$ cat src/rtl/input_command_unit_if.sv
// Button/command bus between the raw push-button front-end and the grid controller.
interface input_command_unit_if;
  logic [4:0] btn_raw;
  logic       cmd_ack;
  logic [3:0] cmd;
  logic       cmd_valid;
  logic       overrun;

  modport master (
    input  btn_raw,
    input  cmd_ack,
    output cmd,
    output cmd_valid,
    output overrun
  );

  modport slave (
    output btn_raw,
    output cmd_ack,
    input  cmd,
    input  cmd_valid,
    input  overrun
  );
endinterface

$ cat src/rtl/input_command_unit.sv
// Debounces five async buttons into prioritised 4-bit move commands with auto-repeat.
// Press-to-command latency DEBOUNCE_CYCLES+2; one command held until ack, later events dropped and flagged.
module input_command_unit #(
  parameter int unsigned DEBOUNCE_CYCLES = 16,
  parameter int unsigned REPEAT_DELAY    = 64,
  parameter int unsigned REPEAT_RATE     = 16
) (
  input logic                  clk,
  input logic                  reset,
  input_command_unit_if.master bus
);
  localparam logic [15:0] DB_MAX     = 16'(DEBOUNCE_CYCLES - 1);
  localparam logic [15:0] REP_FIRST  = 16'(REPEAT_DELAY - 1);
  localparam logic [15:0] REP_RELOAD = 16'(REPEAT_DELAY - REPEAT_RATE);

  typedef enum logic {IDLE, PENDING} state_t;

  logic [4:0]       sync1_q, sync1_d, sync2_q, sync2_d;
  logic [4:0]       stable_q, stable_d, stable_dly_q, stable_dly_d;
  logic [4:0][15:0] db_cnt_q, db_cnt_d;
  logic [15:0]      rep_cnt_q, rep_cnt_d;
  state_t           state_q, state_d;
  logic [3:0]       cmd_q, cmd_d;
  logic             vld_q, vld_d, ovr_q, ovr_d;

  logic [4:0] press, rep_btn, ev;
  logic       changed, rep_held, rep_fire, ev_any;
  logic [3:0] ev_code;

  always_comb begin
    sync1_d      = bus.btn_raw;
    sync2_d      = sync1_q;
    stable_d     = stable_q;
    stable_dly_d = stable_q;
    db_cnt_d     = '0;
    for (int i = 0; i < 5; i++) begin
      if (sync2_q[i] != stable_q[i]) begin
        if (db_cnt_q[i] == DB_MAX) stable_d[i] = sync2_q[i];
        else                       db_cnt_d[i] = db_cnt_q[i] + 16'd1;
      end
    end
  end

  // Repeat source priority follows command priority: down > left > right.
  always_comb begin
    press    = stable_q & ~stable_dly_q;
    changed  = (stable_q != stable_dly_q);
    rep_held = stable_q[3] | stable_q[0] | stable_q[1];
    if (stable_q[3])      rep_btn = 5'b01000;
    else if (stable_q[0]) rep_btn = 5'b00001;
    else if (stable_q[1]) rep_btn = 5'b00010;
    else                  rep_btn = 5'b00000;
    rep_fire = rep_held && !changed && (rep_cnt_q == REP_FIRST);

    if (changed || !rep_held) rep_cnt_d = '0;
    else if (rep_fire)        rep_cnt_d = REP_RELOAD;
    else                      rep_cnt_d = rep_cnt_q + 16'd1;

    ev     = press | (rep_fire ? rep_btn : 5'b00000);
    ev_any = |ev;
    if (ev[4])      ev_code = 4'b0100;
    else if (ev[2]) ev_code = 4'b0011;
    else if (ev[3]) ev_code = 4'b0101;
    else if (ev[0]) ev_code = 4'b0001;
    else if (ev[1]) ev_code = 4'b0010;
    else            ev_code = 4'b0000;
  end

  always_comb begin
    state_d = state_q;
    cmd_d   = cmd_q;
    vld_d   = vld_q;
    ovr_d   = ovr_q;
    case (state_q)
      IDLE: begin
        if (ev_any) begin
          cmd_d   = ev_code;
          vld_d   = 1'b1;
          state_d = PENDING;
        end
      end
      PENDING: begin
        if (bus.cmd_ack) begin
          if (ev_any) begin
            cmd_d = ev_code;
          end else begin
            cmd_d   = 4'b0000;
            vld_d   = 1'b0;
            state_d = IDLE;
          end
        end else if (ev_any) begin
          ovr_d = 1'b1;
        end
      end
      default: state_d = IDLE;
    endcase
  end

  always_ff @(posedge clk) begin
    if (reset) begin
      sync1_q      <= '0;
      sync2_q      <= '0;
      stable_q     <= '0;
      stable_dly_q <= '0;
      db_cnt_q     <= '0;
      rep_cnt_q    <= '0;
      state_q      <= IDLE;
      cmd_q        <= 4'b0000;
      vld_q        <= 1'b0;
      ovr_q        <= 1'b0;
    end else begin
      sync1_q      <= sync1_d;
      sync2_q      <= sync2_d;
      stable_q     <= stable_d;
      stable_dly_q <= stable_dly_d;
      db_cnt_q     <= db_cnt_d;
      rep_cnt_q    <= rep_cnt_d;
      state_q      <= state_d;
      cmd_q        <= cmd_d;
      vld_q        <= vld_d;
      ovr_q        <= ovr_d;
    end
  end

  assign bus.cmd       = cmd_q;
  assign bus.cmd_valid = vld_q;
  assign bus.overrun   = ovr_q;
endmodule

$ cat src/flat_wrapper.sv
// flat-port wrapper written by rule: the top's interface ports become plain ports
module input_command_unit_flat 
#(
  parameter int unsigned DEBOUNCE_CYCLES = 16,
  parameter int unsigned REPEAT_DELAY    = 64,
  parameter int unsigned REPEAT_RATE     = 16
)
  (clk, reset, bus_btn_raw, bus_cmd_ack, bus_cmd, bus_cmd_valid, bus_overrun);
  input_command_unit_if bus_i ();
  input logic clk;
  input logic reset;
  input wire logic [$bits(bus_i.btn_raw)-1:0] bus_btn_raw;
  input wire logic [$bits(bus_i.cmd_ack)-1:0] bus_cmd_ack;
  output wire logic [$bits(bus_i.cmd)-1:0] bus_cmd;
  output wire logic [$bits(bus_i.cmd_valid)-1:0] bus_cmd_valid;
  output wire logic [$bits(bus_i.overrun)-1:0] bus_overrun;
  assign bus_i.btn_raw = bus_btn_raw;
  assign bus_i.cmd_ack = bus_cmd_ack;
  assign bus_cmd = bus_i.cmd;
  assign bus_cmd_valid = bus_i.cmd_valid;
  assign bus_overrun = bus_i.overrun;
  input_command_unit #(.DEBOUNCE_CYCLES(DEBOUNCE_CYCLES), .REPEAT_DELAY(REPEAT_DELAY), .REPEAT_RATE(REPEAT_RATE)) u_core (.clk(clk), .reset(reset), .bus(bus_i));
endmodule
$ cat config.mk
export PLATFORM = sky130hd
export DESIGN_NAME = input_command_unit_flat
export DESIGN_NICKNAME = d
export VERILOG_FILES = /design/src/rtl/input_command_unit_if.sv /design/src/rtl/input_command_unit.sv /design/src/flat_wrapper.sv
export SDC_FILE = /design/constraint.sdc
export NUM_CORES = 1
export LEC_CHECK = 0
export ABC_CLOCK_PERIOD_IN_PS = 2100
export BUFFER_PORTS_ARGS = -buffer_cell sky130_fd_sc_hd__buf_2
export CORE_UTILIZATION = 45
export DETAILED_ROUTE_END_ITERATION = 16
export HOLD_SLACK_MARGIN = 0.1
export SLEW_MARGIN = 20
export SYNTH_ARGS = -nofsm -noshare
export SYNTH_HDL_FRONTEND = slang
export SYNTH_SLANG_ARGS = --single-unit
$ cat constraint.sdc
create_clock -name clk -period 2.1 [get_ports clk]
set_clock_uncertainty 0.15 [all_clocks]
set_input_delay 0.21 -clock clk [delete_from_list [all_inputs] [get_ports clk]]
set_output_delay 0.21 -clock clk [all_outputs]
set_load 0.01 [all_outputs]
==> metrics.md <==
| Metric | Value |
|---|---|
| Ranking of synthesized cells by area | `dfxtp_1 48%, nor2_1 7.9%, xor2_1 7.2%` |
| Die Width | `108.9 µm` |
| Pint | `4.214 mW` |
| Worst Max-Slew Pin Slew | `0.5866 ns` |
| Crit path largest cell delay | `0.37 ns` |
| I/O Pins | `14` |
| Clk buf depth | `2` |
| Antenna violations before repair | `0` |
| Vias in the first global route | `3705` |
| Clock sink count | `122` |
| All-Layer GR Usage | `0.1728` |
| DRC Markers | `0` |
| CP required | `2.24 ns` |
| CTS Root Buffer Type | `clkbuf_16` |
| Reg2Reg Launch Point | `u_core.rep_cnt_q[0]` |
| Worst rel slew slack | `0.6089` |
| Maximum VDD drop | `0.6416 mV` |
| Iteration-0 DRC count of the detailed router | `158` |
| Startpoint types | `flop` |
| Synth Cell Area | `0.005139 mm²` |
| Post-DR vias/cell | `5.044` |
| R2R depth | `7` |
| Max Slew Vio Count | `0` |
| DR WL/cell | `11.80 µm` |
| Register area | `0.002442 mm²` |
| Crit path max-delay family | `simple AND/OR/NAND/NOR gates` |
| Layout cell share with drive strength beyond 1 | `0.1149` |
| Num rows | `38` |
| Wire length of the first global-routing pass | `15980 µm` |
| Switch share | `0.1925` |
| Sequential share of the synthesized area | `0.4753` |
| Final Hold Viols | `0` |
| Layout area overhead | `19.72%` |
| Pre-Repair DR Iteration Count | `4` |
| WP depth | `7` |
| Share of the synthesized area in the top cell type | `0.4753` |
| Initial Utilization | `0.4679` |
| Port Buf Inserts | `12` |
| Clock Pin Slew Worst Setup and Hold Paths | `0.05 ns` |
| Ant diodes | `0` |
| CP max FO | `5` |
| Detailed Route WL | `8947 µm` |
| Setup TNS | `0 ns` |
| Yosys top cell by area | `dfxtp_1` |
| Largest net degree at the start of global routing | `23` |
| Core Region | `0.01098 mm²` |
| Tcrit/Tclk final | `0.9434` |
| CTS tree | `yes` |
| # H-tree levels | `4` |
| WP buf/inv | `1` |
| Filler cell count | `969` |
| Clock power frac | `0.540` |
| Crit path launch | `u_core.rep_cnt_q[0]` |
| Nets | `625` |
| Seq cells post-synth | `122` |
| Most frequent cells in the layout | `122 x dfxtp_1, 108 x nor2_1, 42 x xor2_1` |
| Hold Crit Class | `flop to flop` |
| Worst Setup End Kind | `flop` |
| Worst reg2reg endpoint | `u_core.bus.cmd[1]` |
| Syn Area/Cell | `9.127 µm²` |
| LEAKAGE | `2.196 nW` |
| Placer congestion estimate | `0.7638` |
| Vias | `3823` |
| Psw | `1.004 mW` |
| Dpl cells | `717` |
| Cell Area, Placed | `0.005439 mm²` |
| Crit Path Category | `flop to flop` |
| DP HPWL | `6011 µm` |
| Crit-path cells | `ha_2 -> nand3_2 -> nand4bb_4 -> buf_4 -> or3_1 -> a32oi_1 -> mux2i_1` |
| Yosys warnings | `0` |
| Place WS | `-0.009354 ns` |
| Design area | `0.006152 mm²` |
| End point of the critical path | `u_core.bus.cmd[1]` |
| Gate Count Post-Synth | `563` |
| Tmin final | `1.981 ns` |
| Worst endpoint data arrival time | `2.12 ns` |
| Pwr Total | `5.218 mW` |
| Achievable Freq | `0.5048 GHz` |
| Comb pwr share | `0.013` |
| Slowest CP cell | `dfxtp_1` |
| FF-to-FF setup slack | `0.12 ns` |
| Grt ovf | `0` |
| Maxcap violations | `0` |
| Leading cell type in the layout, fill and taps excluded | `dfxtp_1` |
| RSZ-0062 raised after global routing | `true` |
| Syn Nets | `582` |
| Setup Buffers After CTS | `0` |
| WHS | `0.2808 ns` |
| Multi-input gate area | `0.002618 mm²` |
| Fin util | `0.5602` |
| Reg power frac | `0.448` |
| Post-route setup slack | `0.1189 ns` |
| Worst-skew pair later-pin latency | `0.41 ns` |
| Num CTS Buffers | `17` |
| Number of library cell types mapped by synthesis | `40` |
| Die Y | `108.9 µm` |
| Final setup viols | `0` |
| Status | `completed` |
| Detail Route Antenna Nets | `0` |
| P per Cell Area | `848.2 mW/mm²` |
| Die ar. | `0.01185 mm²` |
| Non-filler instance count after layout | `758` |
-- power groups by stage --
stage / Sequential, mW / Clock [mW] / Combinational (mW)
after global placement: 2.38 / 0 / 0.0509
final: 2.34 / 2.82 / 0.0664
after CTS: 2.33 / 2.89 / 0.0666
after global routing: 2.33 / 3.02 / 0.0756
after floorplan: 2.38 / 0 / 0.0353
after detailed placement: 2.38 / 0 / 0.0522
-- Yosys cell counts, drive strengths merged --
| cell | count |
|---|---|
| a211oi | 1 |
| or3 | 9 |
| nor3b | 1 |
| clkbuf | 12 |
| nor2 | 108 |
| a2111oi | 2 |
| nand2b | 1 |
| xnor2 | 40 |
| buf | 3 |
| nand4b | 1 |
| and4 | 11 |
| or4 | 1 |
| xor2 | 42 |
| nor3 | 8 |
| and3 | 19 |
| o31ai | 3 |
| a32o | 1 |
| nor2b | 18 |
| inv | 13 |
| a31o | 1 |
| conb | 1 |
| nand4 | 24 |
| nor4 | 19 |
| nand2 | 32 |
| nand3 | 26 |
| mux2i | 6 |
| o21ai | 11 |
| a32oi | 1 |
| dfxtp | 122 |
| nand4bb | 1 |
| a21oi | 9 |
| and2 | 4 |
| ha | 11 |
| o21bai | 1 |
-- sequential cells by signal, indices dropped and copies added (netlist names) --
name,cells
u_core.sync2_q,5
u_core.sync1_q,5
u_core.bus.overrun,1
u_core.db_cnt_q,80
u_core.stable_dly_q,5
u_core.rep_cnt_q,16
u_core.stable_dly_d,5
u_core.state_q,1
u_core.bus.cmd,3
u_core.bus.cmd_valid,1
-- layout make-up --
type | instances | share of cell area
well taps | 140 | 0.02847
repair buffers | 39 | 0.04678
multi-input cells | 413 | 0.4255
clock inverters | 8 | 0.01505
clock buffers | 23 | 0.07932
inverters | 13 | 0.007932
flip-flops and latches | 122 | 0.3970
-- how the worst min path moves through the flow --
stage                      startpoint  slack, ns  cells past startpoint                end
finish              u_core.sync1_q[0]       0.28                      1  u_core.sync2_q[0]
global route        u_core.sync1_q[0]       0.31                      1  u_core.sync2_q[0]
CTS                 u_core.sync1_q[0]       0.28                      1  u_core.sync2_q[0]
detailed placement  u_core.sync1_q[0]       0.27                      1  u_core.sync2_q[0]
global placement    u_core.sync1_q[2]       0.27                      1  u_core.sync2_q[2]
floorplan              bus_btn_raw[0]       0.19                      1  u_core.sync1_q[0]
-- timing repair --
item | CTS | global route
hold endpoints to repair | 19 | 0
hold buffers | 10 | 0
resized for setup | 2 | 5
cloned | 0 | 0
endpoints found under the setup margin | 9 | 10
-- kinds of logic after synthesis --
| kind of cell | Yosys count | share of synthesized area |
|---|---|---|
| AO/OA/AOI/OAI | 30 | 0.04066 |
| XOR/XNOR | 82 | 0.1398 |
| adder cells (fa/ha/maj) | 11 | 0.02678 |
| buffers and inverters | 28 | 0.02167 |
| flip-flops | 122 | 0.4753 |
| multiplexers | 6 | 0.01169 |
| other | 1 | 0.0007298 |
| AND/OR/NAND/NOR | 283 | 0.2834 |
-- routing by layer --
layer / up-vias / routed length (µm) / GRT usage
li1: 2011 / - / -
met1: 1759 / 4351 / 0.2016
met2: 43 / 4208 / 0.2839
met3: 10 / 273 / 0.06635
met4: 0 / 113 / 0.06853
met5: - / 0 / 0
(Power assumes the default switching activity.)
